$ cat src/rtl/accum_unit.sv
// Accumulator unit: WIDTH-bit load/add/subtract register with sticky carry/borrow and a saturating op counter.
// Optional signed-overflow flag is built only when ACCUM_SIGNED_OVF_EN is defined; otherwise OVF is tied low.

module hex_decoder (
  input  logic [3:0] i_nib,
  output logic [6:0] o_seg
);
  // Active-low segments, bit 0 = a ... bit 6 = g.
  always_comb begin
    o_seg = 7'b1111111;
    case (i_nib)
      4'h0: o_seg = 7'b1000000;
      4'h1: o_seg = 7'b1111001;
      4'h2: o_seg = 7'b0100100;
      4'h3: o_seg = 7'b0110000;
      4'h4: o_seg = 7'b0011001;
      4'h5: o_seg = 7'b0010010;
      4'h6: o_seg = 7'b0000010;
      4'h7: o_seg = 7'b1111000;
      4'h8: o_seg = 7'b0000000;
      4'h9: o_seg = 7'b0010000;
      4'hA: o_seg = 7'b0001000;
      4'hB: o_seg = 7'b0000011;
      4'hC: o_seg = 7'b1000110;
      4'hD: o_seg = 7'b0100001;
      4'hE: o_seg = 7'b0000110;
      4'hF: o_seg = 7'b0001110;
      default: o_seg = 7'b1111111;
    endcase
  end
endmodule

module accum_unit #(
  parameter int WIDTH = 8,
  parameter int CNT_W = 4
) (
  input  logic                     KEY1,
  input  logic                     KEY0,
  input  logic [WIDTH-1:0]         SW,
  input  logic [1:0]               OP,
  output logic [WIDTH-1:0]         ACC,
  output logic                     CARRY,
  output logic                     OVF,
  output logic                     READY,
  output logic [CNT_W-1:0]         CNT,
  output logic [7*(WIDTH/4)-1:0]   HEX_ACC,
  output logic [7*(WIDTH/4)-1:0]   HEX_B
);
  localparam int DIGITS = WIDTH / 4;

  typedef enum logic {S_EMPTY = 1'b0, S_ACTIVE = 1'b1} state_t;
  typedef enum logic [1:0] {
    OP_LOAD = 2'b00,
    OP_ADD  = 2'b01,
    OP_SUB  = 2'b10,
    OP_HOLD = 2'b11
  } op_t;

  state_t           r_state;
  state_t           w_state_nxt;
  logic [WIDTH-1:0] r_acc;
  logic             r_carry;
  logic [CNT_W-1:0] r_cnt;

  logic             w_do_load;
  logic             w_do_add;
  logic             w_do_sub;
  logic [WIDTH:0]   w_sum;
  logic [WIDTH-1:0] w_diff;
  logic             w_borrow;
  logic             w_cnt_sat;

  // In EMPTY every non-hold code acts as a load, so the first press always seeds the accumulator.
  assign w_do_load = (r_state == S_EMPTY) ? (OP != OP_HOLD) : (OP == OP_LOAD);
  assign w_do_add  = (r_state == S_ACTIVE) && (OP == OP_ADD);
  assign w_do_sub  = (r_state == S_ACTIVE) && (OP == OP_SUB);

  assign w_sum     = {1'b0, r_acc} + {1'b0, SW};
  assign w_diff    = r_acc - SW;
  assign w_borrow  = SW > r_acc;
  assign w_cnt_sat = &r_cnt;

  // State register.
  always_ff @(posedge KEY1 or negedge KEY0) begin
    if (!KEY0) r_state <= S_EMPTY;
    else       r_state <= w_state_nxt;
  end

  // Next-state logic.
  always_comb begin
    // NOTE: default first so every path assigns w_state_nxt; otherwise a latch is inferred.
    w_state_nxt = r_state;
    if (r_state == S_EMPTY && OP != OP_HOLD) w_state_nxt = S_ACTIVE;
  end

  // Output logic.
  always_comb begin
    READY = (r_state == S_ACTIVE);
  end

  always_ff @(posedge KEY1 or negedge KEY0) begin
    // NOTE: non-blocking assignments so every register samples pre-edge values of its neighbours.
    if (!KEY0) begin
      r_acc   <= '0;
      r_carry <= 1'b0;
      r_cnt   <= '0;
    end else if (w_do_load) begin
      r_acc   <= SW;
      r_carry <= 1'b0;
      r_cnt   <= '0;
    end else if (w_do_add || w_do_sub) begin
      r_acc   <= w_do_add ? w_sum[WIDTH-1:0] : w_diff;
      r_carry <= r_carry | (w_do_add ? w_sum[WIDTH] : w_borrow);
      if (!w_cnt_sat) r_cnt <= r_cnt + CNT_W'(1);
    end
  end

`ifdef ACCUM_SIGNED_OVF_EN
  logic r_ovf;
  logic w_add_ovf;
  logic w_sub_ovf;

  assign w_add_ovf = (r_acc[WIDTH-1] == SW[WIDTH-1]) && (w_sum[WIDTH-1] != r_acc[WIDTH-1]);
  assign w_sub_ovf = (r_acc[WIDTH-1] != SW[WIDTH-1]) && (w_diff[WIDTH-1] != r_acc[WIDTH-1]);

  always_ff @(posedge KEY1 or negedge KEY0) begin
    if (!KEY0)          r_ovf <= 1'b0;
    else if (w_do_load) r_ovf <= 1'b0;
    else if (w_do_add)  r_ovf <= r_ovf | w_add_ovf;
    else if (w_do_sub)  r_ovf <= r_ovf | w_sub_ovf;
  end

  assign OVF = r_ovf;
`else
  assign OVF = 1'b0;
`endif

  assign ACC   = r_acc;
  assign CARRY = r_carry;
  assign CNT   = r_cnt;

  for (genvar k = 0; k < DIGITS; k++) begin : g_hex
    hex_decoder u_hex_acc (
      .i_nib (r_acc[4*k +: 4]),
      .o_seg (HEX_ACC[7*k +: 7])
    );
    hex_decoder u_hex_b (
      .i_nib (SW[4*k +: 4]),
      .o_seg (HEX_B[7*k +: 7])
    );
  end

endmodule

$ cat config.mk
export PLATFORM = sky130hd
export DESIGN_NAME = accum_unit
export DESIGN_NICKNAME = d
export VERILOG_FILES = /design/src/rtl/accum_unit.sv
export SDC_FILE = /design/constraint.sdc
export NUM_CORES = 1
export LEC_CHECK = 0
export BUFFER_PORTS_ARGS = -buffer_cell sky130_fd_sc_hd__buf_4
export CORE_MARGIN = 5
export CORE_UTILIZATION = 45
export CTS_CLUSTER_DIAMETER = 30
export DETAILED_ROUTE_END_ITERATION = 10
export PLACE_DENSITY_LB_ADDON = 0.05
export SLEW_MARGIN = 20
export SYNTH_ARGS = -nofsm -noshare
export SYNTH_HDL_FRONTEND = slang
export SYNTH_SLANG_ARGS = --single-unit
$ cat constraint.sdc
create_clock -name KEY1 -period 2.3 [get_ports KEY1]
set_input_delay 0.23 -clock KEY1 [delete_from_list [all_inputs] [get_ports KEY1]]
set_output_delay 0.23 -clock KEY1 [all_outputs]
set_load 0.05 [all_outputs]
### Word level (Yosys, flattened, before mapping)

Memory sizes are Yosys's and may differ from the RTL's.
Cells that the tools add are included.

* add/sub/neg operators: 3
* magnitude comparators: 1
* equality and inequality tests: 4
* multiplexer cells: 10
* bitwise operators: 2
* reduce and logical (&&, ||, !) cells: 8

Operator list (count)
* two-way mux 8 bit: 3
* two-way mux 4 bit: 3
* adder 8 x 8 -> 9 bit: 1
* greater-than comparator 8 bit: 1
* subtractor 8 bit: 1
* adder 4 x 1 -> 4 bit (second input constant): 1
* two-way mux 1 bit: 4
* inequality test 2 bit (second input constant): 2
* AND reduction 4 bit: 1
* logical AND 1 bit: 3
* equality test 2 x 1 -> 1 bit (second input constant): 1
* equality test 2 bit (second input constant): 1
* logical NOT 2 bit: 1
* AND reduction 2 bit: 1
* nonzero test 2 bit: 1
* logical OR 1 bit: 1
* NOT 1 bit: 1
* OR 1 bit: 1

* register bits after elaboration: 14
* bits in read-only memories: 448
* input port bits: 12
* memories kept: 4

Memories
* (no name shown): depth 16, width 7, read ports 1, clocked after Yosys merged registers in 0, wr ports 0, line 11 `case (i_nib)`
* (no name shown): depth 16, width 7, read ports 1, clocked after Yosys merged registers in 0, wr ports 0, line 11
* (no name shown): depth 16, width 7, read ports 1, clocked after Yosys merged registers in 0, wr ports 0, line 11
* (no name shown): depth 16, width 7, read ports 1, clocked after Yosys merged registers in 0, wr ports 0, line 11

### Depth between registers and ports, before layout

* word-level depth: 6
* depth in mapped cells: 9
* mapped depth without buffers: 9

### By module

From an unflattened synthesis, not the netlist that was laid out.

* cell total of the unflattened synthesis: 292
* area, all modules: 2443.6 um2

Modules (own cells, without submodules)
* accum_unit: instances 1, cells an instance 164, area an instance 1342.5 um2, seq. area each 350.3 um2
* hex_decoder: instances 4, cells an instance 32, area an instance 275.3 um2, seq. area each 0.0 um2

### Least setup slack after synthesis

OpenSTA, ideal clock, no wires.

* path type: register -> output
* from: reg r_acc[1], in the netlist ACC[1]
* to: out HEX_ACC[4]
* arrival time: 2.322 ns
* data required time: 2.070 ns
* slack: -0.252 ns
* cell stages (with the launch flop): 5
* path through: dfrtp_1 > inv_1 > ha_1 > mux2i_1 > o21ai_0

* cells in the longest elaborated chain, start to end: 1

Ends and longest elaborated chain
* start: declaration: line 61 `logic [WIDTH-1:0] r_acc;`
* start signal: assignment: line 112 `r_acc <= w_do_add ? w_sum[WIDTH-1:0] : w_diff;`
* memory read (16 x 7 bit)
* end: declaration: line 46 `output logic [7*(WIDTH/4)-1:0] HEX_ACC,`

No other way between the ends.

### Final worst setup path

* from: reg r_acc[4], in the netlist ACC[4]
* to: out HEX_ACC[7]

The elaborated chain is that of the path after synthesis.

==> metrics.txt <==
Syn Nets around 350; Worst-path clk slew 0.08 ns; sequential cell area fraction in the yosys report 14.6%; total clock sinks 14; Final Hold Fails 0; initial antenna violation count 0; crit end category output port; fin. max-slew vios 0; routed wire length 6300 µm; CP most frequent cell buf_4; Place WS 0.156 ns; Die Y 83.0 µm; number of I/O port buffers 53; H-tree depth 1; CP required between 2 and 2.5 ns; io pins 55; Worst slew margin a little under half; clk buf depth 2; period utilization 95.4%; Least-Margin Pin Slew 0.787 ns; # diodes 0; post-route minimum period 2.19 ns; Hold WC Path Type primary input to register; Area Overhead vs Synth 23.0%; syn avg cell area about 8.3 µm²; Crit Reg-Reg Startpoint ACC[0]; largest cells by area after synthesis ha_1, dfrtp_1, mux2i_1; CP max-delay cell dfrtp_1; Power Density 1380 nW/µm²; crit path cell chain buf_4, ha_1, nor2b_1, or3b_2, o21ai_1, buf_4; Bufs and invs on worst path 2; highest clock rate 456 MHz; Total Routing Usage GR 18.5%; final setup fails 0; largest net degree at the start of global routing 17; number of synthesized flops with an enable pin 0; total negative setup slack 0 ns; number of global-route vias before repair 2,285; Final GP Congestion between 0.8 and 0.9; DR vias around 2,300; Fill cells 515; CORE AREA 5140 µm²; number of routed nets with antenna violations 0; Nets 401; Worst Skew slightly below 0.01 ns; CTS tree done; R2R cell count 9; Setup CP Type register to output port; Yosys reg bits 14; Die W 83.0 µm; # DRC 0; total grt overflow 0; Initial DRC Count 86; Async S/R FF share, synth 100%; CP Data Arrival Time 1.96 ns; status finished clean; hold slack 0.262 ns; Crit path depth 6; RSZ-0062 raised after global routing false; max cap viols 0; crit path to HEX_ACC[7]; sequential cell area roughly 350 µm²; static leakage about 0.0015 µW; end of the worst register-to-register path ACC[4]; Most used DFF post-synth dfrtp_1; flop2flop setup slack ~0.16 ns; first-pass GRT wire length 11,000 µm; post-synth top area cell ha_1; multi-input logic area approximately 1900 µm²; Via density around 5.6; crit path launch type register; Num CTS Buffers 3; Mapped Cells 291; CTS root buf clkbuf_8; Slowest Stage Delay on Critical Path 0.47 ns; area share of the largest cell type after synthesis 21.4%; drt first pass iters 5; Yosys cell types 60; Die ar. 6900 µm²; Row Count 26; layout cells sized above 1 27.5%; Ys Warns 0; HPWL after DPL 4820 µm; Crit path max-delay family simple AND/OR/NAND/NOR gates; worst skew pair latency 0.26 ns; Worst Path Max Fanout 5; Mapped Area approximately 2400 µm²; detailed-route wire length per cell 15.2 µm; Starting Density 46.7%; IR drop worst, VDD 0.803 mV; crit path setup slack, layout 0.107 ns; CP Launch Point ACC[4]
[power by group]
part | switching, µW | total, µW | internal (µW)
combinational | 2140 | 3330 | 1190
sequential | 172 | 519 | 347
clock | 111 | 235 | 123
total | 2420 | 4080 | 1660
[cell families (layout without fill, tap and decap cells)]
group	after synthesis	in the layout	synth area share (%)
AOI/OAI and AO/OA	86	86	25.2
xor gates and xnor gates	1	1	0.365
adders and majority gates	43	43	23.0
buffers and inverters	41	95	8.23
DFF	14	14	14.6
muxes	23	23	11.8
other	1	1	0.156
and+or+nand+nor	82	82	16.6
[cell usage in the layout (no fill, tap or decap), drive strengths merged, types with 4 or more instances in the layout]
cell type  synthesis  routed
clkbuf             5       4
nor2              31      31
a31oi              4       4
o21ai             18      18
buf               12      66
a22o               7       7
nand2             18      18
inv               22      22
a21oi             21      21
dfrtp             14      14
nor3               6       6
nand3b             4       4
ha                41      41
mux4               4       4
mux2i             16      16
a211oi             4       4
[how the worst min path moves through the flow]
stage | start | endpoint | cells past startpoint
detailed placement | KEY0 | CNT[2] | 1
global placement | KEY0 | CNT[2] | 1
CTS | SW[1] | ACC[1] | 3
global route | SW[1] | ACC[1] | 3
floorplan | KEY0 | ACC[0] | 0
finish | SW[1] | ACC[1] | 3
[tightest hold or removal path, stage by stage]
cell,delay [ns]
buf_4,0.13
a222oi_1,0.08
inv_1,0.05
[sequential cells by signal, summed over array words and instances (netlist names)]
name,cells
ACC,8
CNT,4
CARRY,1
READY,1
[routing by layer]
layer | vias up | share of wire (%) | GRT usage (%)
li1 | 1159 | - | -
met1 | 1077 | 48 | 25.5
met2 | 60 | 46 | 30.1
met3 | 10 | 4.9 | 2.67
met4 | 0 | 1.5 | 4.90
met5 | - | 0 | 0
[cells in the mapped netlist, types with 4 or more instances]
library cell	number
ha_1	41
nor2_1	31
a21oi_1	21
inv_1	20
nand2_1	18
mux2i_1	16
o21ai_0	16
dfrtp_1	14
a22o_1	7
buf_2	7
nor3_1	6
a211oi_1	4
a31oi_1	4
buf_6	4
clkbuf_1	4
mux4_2	4
[layout make-up]
class | instances | share of cell area [%]
Sequential cell | 14 | 12.0
Clock buffer | 4 | 1.53
Timing Repair Buffer | 67 | 17.1
Multi-Input combinational cell | 236 | 63.3
Inverter | 24 | 3.05
Tap cell | 70 | 2.97
[per-stage QoR]
stage	total power (µW)	util (%)	instance area, µm²	cells
finish	4080	57.4	2950	415
global route	4380	57.4	2950	415
CTS	4060	56.9	2930	413
detailed placement	3820	55.8	2870	408
global placement	3810	55.8	2870	408
floorplan	2980	-	2410	291
[repair_timing]
action / CTS / global route
pin swaps: 0 / 0
endpoints found under the setup margin: 1 / 3
hold buffers: 1 / 0
setup buffers: 0 / 2
gates resized for setup: 1 / 4
hold endpoints to repair: 14 / 0
(Power assumes the default switching activity.)
